===== config.mk =====
export PLATFORM = sky130hd
export DESIGN_NAME = wb_stage
export DESIGN_NICKNAME = d
export VERILOG_FILES = /design/src/rtl/wb_pkg.sv /design/src/rtl/wb_stage_load_align.sv /design/src/rtl/wb_stage.sv
export SDC_FILE = /design/constraint.sdc
export NUM_CORES = 1
export LEC_CHECK = 0
export CAP_MARGIN = 20
export CORE_MARGIN = 8
export CORE_UTILIZATION = 44
export CTS_CLUSTER_SIZE = 30
export DETAILED_ROUTE_END_ITERATION = 16
export GPL_TIMING_DRIVEN = 0
export HOLD_SLACK_MARGIN = 0.1
export MAX_ROUTING_LAYER = met4
export PLACE_DENSITY = 0.91
export SYNTH_ARGS = -nofsm -noshare
export SYNTH_HDL_FRONTEND = slang
export SYNTH_SLANG_ARGS = --single-unit

===== constraint.sdc =====
create_clock -name clk -period 6.2 [get_ports clk]
set_clock_uncertainty 0.2 [all_clocks]
set_input_delay 1.24 -clock clk [delete_from_list [all_inputs] [get_ports clk]]
set_output_delay 1.24 -clock clk [all_outputs]
set_load 0.05 [all_outputs]

===== src/rtl/wb_pkg.sv =====
// Shared constants and types for the RV32I writeback stage.
// Only wb_stage uses the optional WB_PERF_EN build macro; this package does not.
package wb_pkg;

    localparam logic [1:0] WB_MEM = 2'b00;
    localparam logic [1:0] WB_ALU = 2'b01;
    localparam logic [1:0] WB_PC4 = 2'b10;

    localparam logic [2:0] FUNCT3_LB  = 3'b000;
    localparam logic [2:0] FUNCT3_LH  = 3'b001;
    localparam logic [2:0] FUNCT3_LW  = 3'b010;
    localparam logic [2:0] FUNCT3_LBU = 3'b100;
    localparam logic [2:0] FUNCT3_LHU = 3'b101;

    localparam logic [6:0] OP_LOAD   = 7'b0000011;
    localparam logic [6:0] OP_IMM    = 7'b0010011;
    localparam logic [6:0] OP_AUIPC  = 7'b0010111;
    localparam logic [6:0] OP_STORE  = 7'b0100011;
    localparam logic [6:0] OP_REG    = 7'b0110011;
    localparam logic [6:0] OP_LUI    = 7'b0110111;
    localparam logic [6:0] OP_BRANCH = 7'b1100011;
    localparam logic [6:0] OP_JALR   = 7'b1100111;
    localparam logic [6:0] OP_JAL    = 7'b1101111;

    typedef enum logic {
        IDLE,
        WAIT_LD
    } wb_state_e;

    // Everything needed to finish a load once the memory answers.
    typedef struct packed {
        logic [4:0] rd;
        logic [2:0] funct3;
        logic [1:0] off;
    } ld_ctx_t;

endpackage


===== src/rtl/wb_stage_load_align.sv =====
// Combinational load alignment: picks the addressed byte/half from the raw
// memory word and sign- or zero-extends it to XLEN.
module wb_stage_load_align
    import wb_pkg::*;
#(
    parameter int XLEN = 32
) (
    input  logic [XLEN-1:0] word,
    input  logic [1:0]      off,
    input  logic [2:0]      funct3,
    output logic [XLEN-1:0] value
);

    logic [XLEN-1:0] byte_sh;
    logic [XLEN-1:0] half_sh;

    assign byte_sh = word >> {off, 3'b000};
    assign half_sh = word >> {off[1], 4'b0000};

    // NOTE: every output of a combinational block gets a default first, so no path infers a latch.
    always_comb begin
        value = word;
        case (funct3)
            FUNCT3_LB:  value = {{(XLEN-8){byte_sh[7]}}, byte_sh[7:0]};
            FUNCT3_LBU: value = {{(XLEN-8){1'b0}}, byte_sh[7:0]};
            FUNCT3_LH:  value = {{(XLEN-16){half_sh[15]}}, half_sh[15:0]};
            FUNCT3_LHU: value = {{(XLEN-16){1'b0}}, half_sh[15:0]};
            default:    value = word;  // LW and unknown encodings
        endcase
    end

endmodule


===== src/rtl/wb_stage.sv =====
// Writeback stage: FSM that waits on variable-latency loads and registers the
// register-file write port. Optional counters enabled by defining WB_PERF_EN.
module wb_stage
    import wb_pkg::*;
#(
    parameter int XLEN = 32
`ifdef WB_PERF_EN
    ,parameter int PERF_W = 32
`endif
) (
    input  logic            clk,
    input  logic            rst_n,
    input  logic            s3_valid,
    input  logic [31:0]     s3_inst,
    input  logic [XLEN-1:0] s3_alu,
    input  logic [XLEN-1:0] s3_pc4,
    input  logic [1:0]      s3_wbsel,
    input  logic            dmem_rvalid,
    input  logic [XLEN-1:0] dmem_rdata,
    output logic            wb_stall,
    output logic            rf_we,
    output logic [4:0]      rf_waddr,
    output logic [XLEN-1:0] rf_wdata
`ifdef WB_PERF_EN
    ,output logic [PERF_W-1:0] perf_retired
    ,output logic [PERF_W-1:0] perf_ldwait
`endif
);

    wb_state_e state_q, state_d;
    ld_ctx_t   ctx_q, cur_ctx;

    logic [6:0] opcode;
    logic       is_load, is_direct, no_write_op;
    logic       stall, we_d, retire;
    logic [4:0] waddr_d;
    logic [XLEN-1:0] wdata_d, aligned;
    logic       unused_inst;

    assign opcode      = s3_inst[6:0];
    assign unused_inst = ^s3_inst[31:15];
    assign no_write_op = (opcode == OP_STORE) || (opcode == OP_BRANCH);
    assign is_load     = s3_valid && (s3_wbsel == WB_MEM) && (opcode == OP_LOAD);
    assign is_direct   = s3_valid && ((s3_wbsel == WB_ALU) || (s3_wbsel == WB_PC4)) && !no_write_op;

    // In WAIT_LD the latched context is authoritative, whatever stage 3 shows.
    assign cur_ctx = (state_q == WAIT_LD) ? ctx_q
                                          : '{rd: s3_inst[11:7], funct3: s3_inst[14:12], off: s3_alu[1:0]};

    wb_stage_load_align #(.XLEN(XLEN)) u_align (
        .word   (dmem_rdata),
        .off    (cur_ctx.off),
        .funct3 (cur_ctx.funct3),
        .value  (aligned)
    );

    always_comb begin
        state_d = state_q;
        stall   = 1'b0;
        we_d    = 1'b0;
        retire  = 1'b0;
        waddr_d = cur_ctx.rd;
        wdata_d = aligned;
        case (state_q)
            IDLE: begin
                if (is_load) begin
                    if (dmem_rvalid) begin
                        we_d   = (cur_ctx.rd != 5'd0);
                        retire = 1'b1;
                    end else begin
                        stall   = 1'b1;
                        state_d = WAIT_LD;
                    end
                end else if (is_direct) begin
                    we_d    = (cur_ctx.rd != 5'd0);
                    wdata_d = (s3_wbsel == WB_PC4) ? s3_pc4 : s3_alu;
                    retire  = 1'b1;
                end else if (s3_valid) begin
                    retire = 1'b1;
                end
            end
            WAIT_LD: begin
                if (dmem_rvalid) begin
                    we_d    = (cur_ctx.rd != 5'd0);
                    retire  = 1'b1;
                    state_d = IDLE;
                end else begin
                    stall = 1'b1;
                end
            end
            default: state_d = IDLE;
        endcase
    end

    // Reset must release the upstream pipeline immediately, not at the next edge.
    assign wb_stall = stall && rst_n;

    // NOTE: sequential state uses non-blocking assignments so every register samples pre-edge values.
    always_ff @(posedge clk or negedge rst_n) begin
        if (!rst_n) begin
            state_q  <= IDLE;
            ctx_q    <= '0;
            rf_we    <= 1'b0;
            rf_waddr <= '0;
            rf_wdata <= '0;
        end else begin
            state_q <= state_d;
            rf_we   <= we_d;
            if (we_d) begin
                rf_waddr <= waddr_d;
                rf_wdata <= wdata_d;
            end
            if (state_q == IDLE && state_d == WAIT_LD)
                ctx_q <= cur_ctx;
        end
    end

`ifdef WB_PERF_EN
    always_ff @(posedge clk or negedge rst_n) begin
        if (!rst_n) begin
            perf_retired <= '0;
            perf_ldwait  <= '0;
        end else begin
            if (retire)
                perf_retired <= perf_retired + 1'b1;
            if (state_q == WAIT_LD)
                perf_ldwait <= perf_ldwait + 1'b1;
        end
    end
`else
    logic unused_retire;
    assign unused_retire = retire;
`endif

endmodule

# Word-level counts from Yosys, hierarchy flattened
# Cells that the tools add are included.
[totals] regBits=49
[op_classes] n_eq_ne=8 shift=2 mux=13 n_bitwise=1 reduce_logical=12
[ops] cell="$mux 32" n=4
[ops] cell="$pmux 32 s4" n=1
[ops] cell="$shr 32x5->16" n=1
[ops] cell="$shr 32x5->8" n=1
[ops] cell="$mux 10" n=1
[ops] cell="$eq 7x2->1 const B" n=1
[ops] cell="$eq 7x6->1 const B" n=1
[ops] cell="$eq 7x7->1 const B" n=1
[ops] cell="$eq 3x3->1 const B" n=2
[ops] cell="$logic_and 1x1->1" n=6
[ops] cell="$mux 1" n=5
[ops] cell="$reduce_bool 5->1" n=1
[ops] cell="$pmux 1 s2" n=2
[ops] cell="$eq 3x1->1 const B" n=1
[ops] cell="$logic_not 3->1" n=1
[ops] cell="$eq 2x1->1 const B" n=1
[ops] cell="$eq 2x2->1 const B" n=1
[ops] cell="$logic_not 2->1" n=1
[ops] cell="$logic_or 1x1->1" n=2
[ops] cell="$logic_not 1->1" n=1
[ops] cell="$not 1->1" n=1

# Depth between registers and ports, before layout
[depth] ltp_word=7 ltp_mapped=9 depth_no_buf=8

# By module
# Synthesis repeated with hierarchy kept, for this count alone.
[hier_totals] hier_cells=317 area_unflattened_um2=3540.9
[by_module_without_submodules] mod="wb_stage" n_inst=1 cells_each=208 area_per_inst_um2=2912.8 seq_area_each_um2=1226.2
[by_module_without_submodules] mod="wb_stage_load_align" n_inst=1 cells_each=109 area_per_inst_um2=628.1 seq_area_each_um2=0.0

# Least setup slack after synthesis
# OpenSTA, ideal clock, no wires.
[synth_path] path_kind="input -> output" start="in s3_wbsel[0]" end="out wb_stall" arrival_time_ns=2.508 setup_slack_ns=2.252 stages=6 n_path_buf=0 path_cell_list="inv_1 ha_1 nor4bb_1 a31oi_1 nor2_1 and2_1"
[synth_between] elab_chain_len=6
[synth_rtl] item="from (decl)" line="wb_stage.sv:17" source="input logic [1:0] s3_wbsel,"
[synth_rtl] item="$logic_not 2->1" line="wb_stage.sv:43" source="assign is_load = s3_valid && (s3_wbsel == WB_MEM) && (opcode == OP_LOAD);"
[synth_rtl] item="$logic_and 1x1->1 (2 in a row)" line="wb_stage.sv:43"
[synth_rtl] item="$mux 1" line="wb_stage.sv:66" source="if (is_load) begin"
[synth_rtl] item="$pmux 1 s2" line="wb_stage.sv:64" source="case (state_q)"
[synth_rtl] item="via stall" line="wb_stage.sv:35" source="logic stall, we_d, retire;"
[synth_rtl] item="$logic_and 1x1->1" line="wb_stage.sv:96" source="assign wb_stall = stall && rst_n;"
[synth_rtl] item="to (decl)" line="wb_stage.sv:20" source="output logic wb_stall,"
# The timed path passes the listed nets, and every way through them passes these cells.

# Worst setup path in the final report
[layout_path] start="in s3_wbsel[1]" end="out wb_stall"
# The elaborated chain is that of the path after synthesis.

==> impl_metrics.toml <==
[placement]
dp_hpwl_um = 10700
gp_congestion = 0.864
port_buffers = 155

[synth]
synth_edf_count = 0
ys_types = 60
syn_area_mm2 = 0.00348
yosysWarnings = 0
synth_compound_area_share_pct = 28.1
synth.area.mux_share_pct = 15.6
post_synth_and_or_nand_nor_area_fraction_pct = 14.5
ys_async_sr_fraction_pct = 100
ys_ff_latch = 49
synth_cells = 356
synth-xor-area-share_pct = 0
seq_area_frac_synth_pct = 35.2
synthesis.nets = 492
synthAdderAreaFrac_pct = 0.718
synthTopCellsByArea = "dfrtp_1 35%, mux2i_1 8.9%, mux2_2 5.2%"
yosys.area.top_type = "dfrtp_1"
synth_top_family_by_area = "compound AO/OA/AOI/OAI gates"
syn_avg_cell_area_um2 = 9.78
ys.flop_type = "dfrtp_1"
synth_top_area_share_pct = 35.2

[clock_network]
htree_levels = 2
cts_made_buffers = 5
cts_sinks = 49
cts_setup_buffers = 0
cts_tree = "done"
clkTransAtPathRegs_ns = 0.10
ctsResizeCount = 0
clock_path_buffers = 2
clock-root-buffer = "clkbuf_8"
clkLatencyLatePin_ns = 0.31
postCtsHoldBufs = 0

[grt]
grt_pass1_vias = 3880
grt_max_degree = 29
track_usage_pct = 23.8
grt_pass1_wl_um = 20600
grt_remaining_overflow = 0
antenna_found_initial = 0

[sta]
finalCritPeriodShare_pct = 81.8
fin_tns_setup_ns = 0
tightest_slew_ns = 0.802
setup_viol = 0
holdWs_ns = 0.314
max_freq_mhz = 197
rsz0062_at_grt = "false"
slew_viol_final = 0
slew_headroom_pct = 46.5
hold_viol = 0
finalCriticalPeriod_ns = 5.07

[route]
antenna_left = 0
drt_iter0_markers = 224
wire_per_inst_um = 21.3
drtPass1Iterations = 5
route.detailed.drc = 0
totalWireLength_um = 13200
vias = 3718
routed_via_density = 5.98

[pwr]
switching_share_pct = 43.2
power_mw = 1.31
p_comb_share_pct = 51.2
leakage_nw = 2.12
p_clk_share_pct = 16.3
internal_power_mw = 0.746
seqPwrFrac_pct = 32.5
power.switching_mw = 0.568
powerDensity_mw_per_mm2 = 249
ir_drop_mv = 0.173

[die]
die-area_mm2 = 0.0110
core_area_mm2 = 0.00769
die_y_um = 105
die-width_um = 105
start_util_pct = 45.3
boundaryPins = 173
row_count = 32

[layout]
ff_latch_area_mm2 = 0.00123
multi_input_area_mm2 = 0.00205
nFillCells = 624
drive_gt1_share_pct = 11.5
layout_commonest_cell = "clkdlybuf4s50_1"
antenna_cells = 0
nNetsFinal = 655
final_cell_mix = "154 x clkdlybuf4s50_1, 49 x dfrtp_1, 31 x mux2i_1, 29 x a21oi_1, 18 x nand2_1"
area_growth_pct = 51.5

[job]
max_cap_violations = 0

[worst_setup_path]
crit_fanout = 2
required_ns = 4.76
end_kind = "output port"
start_kind = "primary input"
crit_type = "primary input to output port"
arrival_ns = 3.63

[outcome]
status = "finished, final reports clean"

[hold_path]
worstHoldPathType = "register to register"
[synth_stat cells (2+ instances only)]
cell,count
nor3b_1,2
and3_1,8
nand3_1,7
nor4b_2,2
inv_1,12
dfrtp_1,49
o31a_1,7
a22o_1,9
nand2_1,18
o21ai_2,2
a21boi_0,7
clkbuf_1,10
mux2_2,16
o21ai_0,16
nor3_1,2
buf_2,6
nand2b_1,4
a31oi_1,2
a22oi_1,8
and2_1,2
a311oi_1,16
buf_6,5
nor2b_1,16
buf_4,4
ha_1,2
a21oi_1,29
mux2i_1,31
nor4_1,2
nor2_1,9
a32oi_1,2
a211oi_1,16
o22ai_1,7
[registers in the layout (all words and copies together), names as in the netlist]
signal,flops
rf_waddr,5
ctx_q,10
state_q,1
rf_wdata,32
rf_we,1
[power by group through the flow]
stage / Combinational, mW / Clock, mW / Sequential [mW]
after floorplan: 0.167 / 0 / 0.653
after CTS: 0.673 / 0.216 / 0.427
final: 0.672 / 0.214 / 0.427
after detailed placement: 0.670 / 0 / 0.432
after global routing: 0.703 / 0.231 / 0.435
after global placement: 0.659 / 0 / 0.429
[area by class of cell]
class | count | share of cell area [%]
multi-input cells | 268 | 38.8
repair buffers | 156 | 29.7
flip-flops and latches | 49 | 23.2
plain buffers | 26 | 3.01
well taps | 102 | 2.42
clock buffers | 6 | 1.56
inverters | 13 | 0.925
clock inverters | 2 | 0.332
[path summary, 6_finish.rpt]
path / start / end / slack [ns] / depth (start not counted)
setup / recovery: s3_wbsel[1] / wb_stall / 1.13 / 8
min in group asynchronous: rst_n / state_q / 0.71 / 1
hold / removal: rf_wdata[11] / rf_wdata[11] / 0.31 / 1
setup reg to reg: state_q / rf_wdata[29] / 3.57 / 6
hold reg to reg: rf_wdata[11] / rf_wdata[11] / 0.31 / 1
max in group asynchronous: rst_n / rf_wdata[28] / 4.53 / 2
[per-layer routing]
layer,track usage (%),vias to the layer above,wire (um)
met5,-,-,0
met1,27.8,1778,5410
li1,-,1701,-
met4,7.65,0,367
met2,38.2,206,6280
met3,7.31,33,1180
[metrics by stage]
| step | instance area, um^2 | util, % | cells | worst slack, ns |
|---|---|---|---|---|
| 6_report | 5280 | 68.7 | 622 | 1.13 |
| 5_1_grt | 5280 | 68.7 | 622 | 1.03 |
| 4_1_cts | 5280 | 68.7 | 622 | 1.15 |
| 3_5_place_dp | 5180 | 67.4 | 614 | 1.17 |
| 3_3_place_gp | 5160 | 67.2 | 613 | 0.336 |
| 2_1_floorplan | 3480 | - | 356 | 2.25 |
[critical path, cell delays in order]
cell             delay [ns]
clkdlybuf4s50_1        0.43
inv_1                  0.07
ha_1                   0.21
nor4bb_1               0.42
a31oi_1                0.16
nor2_1                 0.15
and2_1                 0.14
clkdlybuf4s50_1        0.80
[kinds of logic (layout without fill, tap and decap cells)]
group	after synthesis	after routing
AO/OA/AOI/OAI	134	134
AND/OR/NAND/NOR	82	82
multiplexers	50	50
flip-flops	49	49
buffers and inverters	39	203
adder cells (fa/ha/maj)	2	2
No activity file was read; power rests on OpenSTA's default activity.
